===== config.mk =====
export PLATFORM = sky130hd
export DESIGN_NAME = dma_reg_slave
export DESIGN_NICKNAME = d
export VERILOG_FILES = /design/src/rtl/dma_reg_slave.sv
export SDC_FILE = /design/constraint.sdc
export NUM_CORES = 1
export LEC_CHECK = 0
export CELL_PAD_IN_SITES_DETAIL_PLACEMENT = 1
export CELL_PAD_IN_SITES_GLOBAL_PLACEMENT = 2
export CORE_ASPECT_RATIO = 0.6
export CORE_UTILIZATION = 39
export DETAILED_ROUTE_END_ITERATION = 10
export GPL_TIMING_DRIVEN = 0
export PLACE_DENSITY_LB_ADDON = 0.1
export SETUP_SLACK_MARGIN = 0.15
export SLEW_MARGIN = 15
export SYNTH_ARGS = -nofsm -noshare
export SYNTH_HDL_FRONTEND = slang
export SYNTH_SLANG_ARGS = --single-unit

===== constraint.sdc =====
create_clock -name clk -period 5.2 [get_ports clk]
set_input_delay 1.04 -clock clk [delete_from_list [all_inputs] [get_ports clk]]
set_output_delay 1.04 -clock clk [all_outputs]
set_load 0.01 [all_outputs]

===== src/rtl/dma_reg_slave.sv =====
// CPU-side register file of an 8237A-style DMA controller: decodes I/O strobes,
// holds command/mode/mask/request/status and per-channel base/current registers.
module dma_reg_slave #(
  parameter int NCH = 4
) (
  input  logic              clk,
  input  logic              rst_n,
  input  logic              cs_n,
  input  logic              ior_n,
  input  logic              iow_n,
  input  logic [3:0]        addr_lo,
  input  logic [7:0]        din,
  output logic [7:0]        dout,
  output logic              dout_en,
  input  logic [NCH-1:0]    tc,
  input  logic [NCH-1:0]    dreq_pend,
  input  logic              upd_en,
  input  logic [1:0]        upd_ch,
  input  logic [15:0]       upd_addr,
  input  logic [15:0]       upd_cnt,
  output logic [7:0]        cmd_reg,
  output logic [6*NCH-1:0]  mode_reg,
  output logic [NCH-1:0]    mask,
  output logic [NCH-1:0]    sw_req,
  output logic [16*NCH-1:0] cur_addr,
  output logic [16*NCH-1:0] cur_cnt
);

  logic           cs_s, ior_s, iow_s, ior_p, iow_p;
  logic           wr_det, rd_det, chan_acc, mclr, stat_rd;
  logic           ff;
  logic [NCH-1:0] tc_stat;
  logic [15:0]    rd_word;
  logic [7:0]     rd_data;

  // A strobe counts only on its falling edge; both strobes low is ignored.
  assign wr_det   = !cs_s && !iow_s && iow_p && ior_s;
  assign rd_det   = !cs_s && !ior_s && ior_p && iow_s;
  assign chan_acc = !addr_lo[3];
  assign mclr     = wr_det && (addr_lo == 4'hD);
  assign stat_rd  = rd_det && (addr_lo == 4'h8);

  genvar gi;
  generate
    for (gi = 0; gi < NCH; gi++) begin : g_ch
      logic [15:0] base_a, base_c, cur_a, cur_c;
      logic [5:0]  mode;
      logic        mask_b, req_b, tc_b;
      logic        wr_a, wr_c, sel_din, auto_init;

      assign wr_a      = wr_det && chan_acc && (addr_lo[2:1] == 2'(gi)) && !addr_lo[0];
      assign wr_c      = wr_det && chan_acc && (addr_lo[2:1] == 2'(gi)) && addr_lo[0];
      assign sel_din   = (din[1:0] == 2'(gi));
      assign auto_init = mode[2];

      // Later assignments override: CPU byte write beats reload, reload beats engine update.
      always_ff @(posedge clk or negedge rst_n) begin
        if (!rst_n) begin
          base_a <= '0;
          base_c <= '0;
          cur_a  <= '0;
          cur_c  <= '0;
        end else begin
          if (tc[gi] && auto_init) begin
            cur_a <= base_a;
            cur_c <= base_c;
          end else if (upd_en && (upd_ch == 2'(gi))) begin
            cur_a <= upd_addr;
            cur_c <= upd_cnt;
          end
          if (wr_a) begin
            if (ff) begin
              base_a[15:8] <= din;
              cur_a[15:8]  <= din;
            end else begin
              base_a[7:0]  <= din;
              cur_a[7:0]   <= din;
            end
          end
          if (wr_c) begin
            if (ff) begin
              base_c[15:8] <= din;
              cur_c[15:8]  <= din;
            end else begin
              base_c[7:0]  <= din;
              cur_c[7:0]   <= din;
            end
          end
        end
      end

      always_ff @(posedge clk or negedge rst_n) begin
        if (!rst_n) begin
          mode   <= '0;
          mask_b <= 1'b1;
          req_b  <= 1'b0;
          tc_b   <= 1'b0;
        end else begin
          if (wr_det && (addr_lo == 4'hB) && sel_din)
            mode <= din[7:2];

          if (mclr)
            mask_b <= 1'b1;
          else if (wr_det && (addr_lo == 4'hE))
            mask_b <= 1'b0;
          else if (wr_det && (addr_lo == 4'hF))
            mask_b <= din[gi];
          else if (wr_det && (addr_lo == 4'hA) && sel_din)
            mask_b <= din[2];
          else if (tc[gi] && !auto_init)
            mask_b <= 1'b1;

          if (mclr)
            req_b <= 1'b0;
          else if (wr_det && (addr_lo == 4'h9) && sel_din)
            req_b <= din[2];
          else if (tc[gi])
            req_b <= 1'b0;

          // A new terminal count survives a status read in the same cycle.
          if (mclr)
            tc_b <= 1'b0;
          else if (tc[gi])
            tc_b <= 1'b1;
          else if (stat_rd)
            tc_b <= 1'b0;
        end
      end

      assign cur_addr[16*gi +: 16] = cur_a;
      assign cur_cnt[16*gi +: 16]  = cur_c;
      assign mode_reg[6*gi +: 6]   = mode;
      assign mask[gi]              = mask_b;
      assign sw_req[gi]            = req_b;
      assign tc_stat[gi]           = tc_b;
    end
  endgenerate

  always_comb begin
    rd_word = addr_lo[0] ? cur_cnt[{addr_lo[2:1], 4'b0000} +: 16]
                         : cur_addr[{addr_lo[2:1], 4'b0000} +: 16];
    rd_data = 8'h00;
    if (chan_acc)
      rd_data = ff ? rd_word[15:8] : rd_word[7:0];
    else if (addr_lo == 4'h8)
      rd_data = {dreq_pend, tc_stat};
    // Temporary register (0xD) and all other addresses read as zero.
  end

  // Strobe history resets to "low" so a strobe held through reset is not an access.
  always_ff @(posedge clk or negedge rst_n) begin
    if (!rst_n) begin
      cs_s    <= 1'b1;
      ior_s   <= 1'b0;
      iow_s   <= 1'b0;
      ior_p   <= 1'b0;
      iow_p   <= 1'b0;
      dout    <= 8'h00;
      dout_en <= 1'b0;
      cmd_reg <= 8'h00;
      ff      <= 1'b0;
    end else begin
      cs_s  <= cs_n;
      ior_s <= ior_n;
      iow_s <= iow_n;
      ior_p <= ior_s;
      iow_p <= iow_s;

      if (rd_det) begin
        dout    <= rd_data;
        dout_en <= 1'b1;
      end else if (ior_s) begin
        dout_en <= 1'b0;
      end

      if ((rd_det || wr_det) && chan_acc)
        ff <= ~ff;

      if (wr_det) begin
        case (addr_lo)
          4'h8: cmd_reg <= din;
          4'hC: ff <= 1'b0;
          4'hD: begin
            cmd_reg <= 8'h00;
            ff      <= 1'b0;
          end
          default: ;
        endcase
      end
    end
  end

endmodule


### Word level (Yosys, flattened, before mapping)

Cells that the tools add are included.

* input bits: 60
* output and inout bits: 177
* register bits after elaboration: 315
* logic and storage cells: 256

* shifts and indexed selects: 2
* bitwise operators: 1
* reductions and logical operators: 96
* muxes and demuxes: 91
* equality and inequality tests: 17

Operators with widths (number)
* two-way mux 16 bit: 25
* two-way mux 8 bit: 19
* indexed part select 64 x 7 -> 16 bit: 2
* logical AND 1 bit: 51
* two-way mux 1 bit: 46
* AND reduction 2 bit: 17
* equality test 4 bit, second input constant: 8
* nonzero test 3 bit: 8
* nonzero test 5 bit: 4
* one-hot mux 8 bit (2 select lines): 1
* equality test 2 bit, second input constant: 6
* zero test 1 bit: 9
* equality test 2 x 1 -> 1 bit, second input constant: 3
* zero test 2 bit: 3
* nonzero test 2 bit: 2
* OR reduction 2 bit: 1
* logical OR 1 bit: 1
* inverter 1 bit: 1

### Longest topological paths before layout

* depth after elaboration: 10
* mapped depth: 7
* mapped depth without buffers: 4

### Worst setup path after synthesis

OpenSTA, ideal clock, no wires.

* path kind: input port to flip-flop
* start point: in addr_lo[2]
* end point: reg g_ch[1].base_a[6]
* path slack: 2.589 ns
* data required time: 5.075 ns
* stages on the path: 6
* buffers on the path: 3
* data arrival time: 2.486 ns
* cells stage by stage: buf_6 -> or3b_1 -> buf_2 -> nor4_4 -> buf_6 -> mux2_2

* longest elaborated chain between the ends: 4

RTL lines
* start, declared: line 11 `input logic [3:0] addr_lo,`
* equality test 2 x 1 -> 1 bit: line 51 `assign wr_a = wr_det && chan_acc && (addr_lo[2:1] == 2'(gi)) && !addr_lo[0];`
* logical AND 1 bit (2 in a row): line 51
* AND reduction 2 bit (no source line)
* end signal, assigned: line 76 `base_a[7:0] <= din;`
* end, declared: line 46 `logic [15:0] base_a, base_c, cur_a, cur_c;`

Every way passes these cells.
A chain may end at the register's enable or synchronous reset.

### Final worst setup path

* start point: in addr_lo[0]
* end point: reg dout[2]

* longest elaborated chain between the ends: 3

RTL lines
* equality test 4 bit or two-way mux 16 bit (tied branches): line 145, 140
* two-way mux 8 bit (on tied branches): line 145, 144
* two-way mux 8 bit *: line 143 `if (chan_acc)`
* end signal, assigned: line 170 `dout <= rd_data;`
* end, declared: line 13 `output logic [7:0] dout,`

Every way passes the cells marked *; elsewhere a longest branch is shown, timed or not.

==> results.md <==
- Status: complete, no violations
- Yosys cell types: 55
- Row count: 56
- Residual DRC: 0
- Largest family of logic cells by synthesized area: multiplexers
- Critical Path Source Type: input port
- Mapped Nets: 1,474
- Filler cell count: 4,246
- Overflow after GRT: 0
- Core area: 0.0397 sq mm
- Die Wd: 263 um
- Post-synth top cells: 310 x dfrtp_1, 217 x mux2_2, 162 x mux2i_1, 128 x nand2_1, 116 x nor2_1
- Most used DFF post-synth: dfrtp_1
- All-Layer GR Usage: 34.5%
- Final Hold Vio Count: 0
- Post-synth top area cell: dfrtp_1
- Antenna diodes: 0
- DR WL/cell: 32.6 um
- Final nets: 1,745
- Gate Count Post-Synth: 1,414
- CP Capture Type: register
- Synth Area in Compound Gates: 10.6%
- First-pass GRT wire length: 103,000 um
- CTS tree: yes
- Post-synthesis mux area share: 26.3%
- XOR/XNOR Fraction of Synth Area: 0.0548%
- Measured slew at the worst slew-check pin: 1.29 ns
- Hold crit path type: reg -> reg
- Leak: 9.85 nW
- CTS buffer count: 34
- Critical Path Fanout Max: 10
- Adder-cell share of the synthesized area: 0%
- Layout cells sized above 1: 21.8%
- Max-cap violation count: 0
- Sequential cell area: 0.00789 sq mm
- CTS Sinks: 315
- Post-synth EDFFs: 0
- Max Freq: 279 MHz
- Max_slew headroom: 13.9%
- Area delta synth->final: 26.4%
- Via count: 13,500
- Worst-Skew Late Latency: 0.53 ns
- Final Slew Violations: 0
- Final period utilization: 69.0%
- Buffers added on ports: 232
- Starting density of the core: 40.2%
- Post-CTS Resized: 0
- Detailed Route WL: 72,700 um
- Clock Tree Buf Depth: 3
- Worst r2r src: iow_s
- Layout Cells excl Fill: 2,230
- Boundary Pins: 237
- 1st-iter DRT viols: 1,653
- VDD IR max: 0.000169 V
- Vias in the first global route: 13,800
- Post-route antenna net violation count: 0
- Top cells by area, synth: dfrtp_1 49%, mux2_2 15%, mux2i_1 10%, nand2_1 3.0%, nor2_1 2.7%
- Area of the mapped netlist: 0.0160 sq mm
- Placed insts: 2,171
- Post-DP HPWL: 53,000 um
- Routability cong.: 0.977
- Largest net degree at the start of global routing: 92
- Unrepaired setup endpoints after global routing: false
- Clk_skew: 0.0123 ns
- Initial antenna violation count: 7
- Via density per instance: 6.04
- Setup crit start: addr_lo[0]
- PwrDens: 376 mW/mm^2
- Syn_area_per_cell: 11.3 sq um
- Hold Startpoint: iow_s
- Multi-input gate area: 0.00743 sq mm
- Hold_buf cts: 0
- Worst Path Required: 5.60 ns
- Die Area: 0.0418 sq mm
- Count leader, synth: dfrtp_1
- Iteration count of the initial detailed-routing pass: 5
- Clock Root Buffer: clkbuf_16
- Yosys warning total: 0
- Yosys reg bits: 315
- Worst Setup Path Type: in -> reg
- Die Y: 159 um
- CP arrival: 3.99 ns
- Post-synthesis sequential area ratio: 49.4%
- Setup-failing EPs final: 0
- Synth Area in Simple Gates: 9.53%
- Post-CTS setup buffers: 0
- Number of H-tree levels: 2
- Clk slew on worst S/H paths: 0.07 ns
- Fin crit period: 3.59 ns
- Async SR Flop Fraction: 100%
- Synth top area share: 48.6%
- Setup TNS: 0 ns
## per-stage QoR
stage	total power, mW	cell area, sq um	setup WS [ns]	util, %	hold slack [ns]
6_report	7.60	20200	1.61	50.8	0.452
5_1_grt	7.82	20200	1.65	50.8	0.472
4_1_cts	7.58	20200	1.77	50.8	0.441
3_5_place_dp	4.99	19000	1.22	47.9	0.423
3_3_place_gp	4.94	18900	-11.53	47.7	0.427
2_1_floorplan	3.84	16000	2.59	-	0.388
## critical path, cell delays in order
cell and delay [ns]:
clkdlybuf4s50_1 0.51, buf_2 0.32, buf_2 0.49, buf_2 0.54, mux2i_1 0.48, o22ai_1 0.14
o221ai_1 0.30, nand3_1 0.13
## metal layers
layer / part of all wire, % / GRT usage, % / up-vias / wire (um)
li1: - / - / 5594 / -
met1: 44 / 50.0 / 7059 / 32200
met2: 42 / 49.3 / 702 / 30500
met3: 11 / 11.7 / 118 / 8250
met4: 2.4 / 7.68 / 0 / 1720
met5: 0 / 0 / - / 0
## cells by family after synthesis
| logic type | after synthesis |
|---|---|
| AO/OA/AOI/OAI | 260 |
| AND/OR/NAND/NOR | 317 |
| flip-flops | 315 |
| buffers and inverters | 133 |
| XOR/XNOR | 1 |
| multiplexers | 388 |
## where the power goes
part           internal (mW)  total, mW  switching, mW
logic                  0.948       1.81          0.866
registers               2.76       3.18          0.419
clock network           1.53       2.60           1.07
total                   5.24       7.60           2.35
## layout make-up
| cell class | count | share of cell area [%] |
|---|---|---|
| clock buffers | 51 | 5.14 |
| inverters | 7 | 0.130 |
| clock inverters | 8 | 0.570 |
| well taps | 522 | 3.23 |
| flip-flops and latches | 315 | 39.1 |
| plain buffers | 126 | 3.11 |
| multi-input cells | 966 | 36.8 |
| repair buffers | 235 | 11.9 |
## final timing paths
path                       depth (start not counted)            endpoint  slack [ns]
max reg2reg                                        7   g_ch[0].cur_c[14]        2.51
min reg2reg                                        0               iow_p        0.45
max in group asynchronous                          3  g_ch[3].base_c[13]        3.41
max                                                8             dout[2]        1.61
min                                                0               iow_p        0.45
min in group asynchronous                          1     g_ch[1].mode[3]        0.46
## placed cells by master, fill, tap and decap left out, drive strengths merged, types with 6 or more instances in the layout
cell and count:
a211oi 42, mux2i 162, mux2 223, nand4 6
dfrtp 310, buf 63, nor2 116, clkdlybuf4s50 231
nor2b 11, a21o 40, o21ai 47, a21oi 73
a22oi 10, clkbuf 118, o22ai 13, o221ai 12
nand2 132, o221a 11, nor3 10, inv 7
nand3 13
Note: power is estimated with default switching activity, not from simulation.
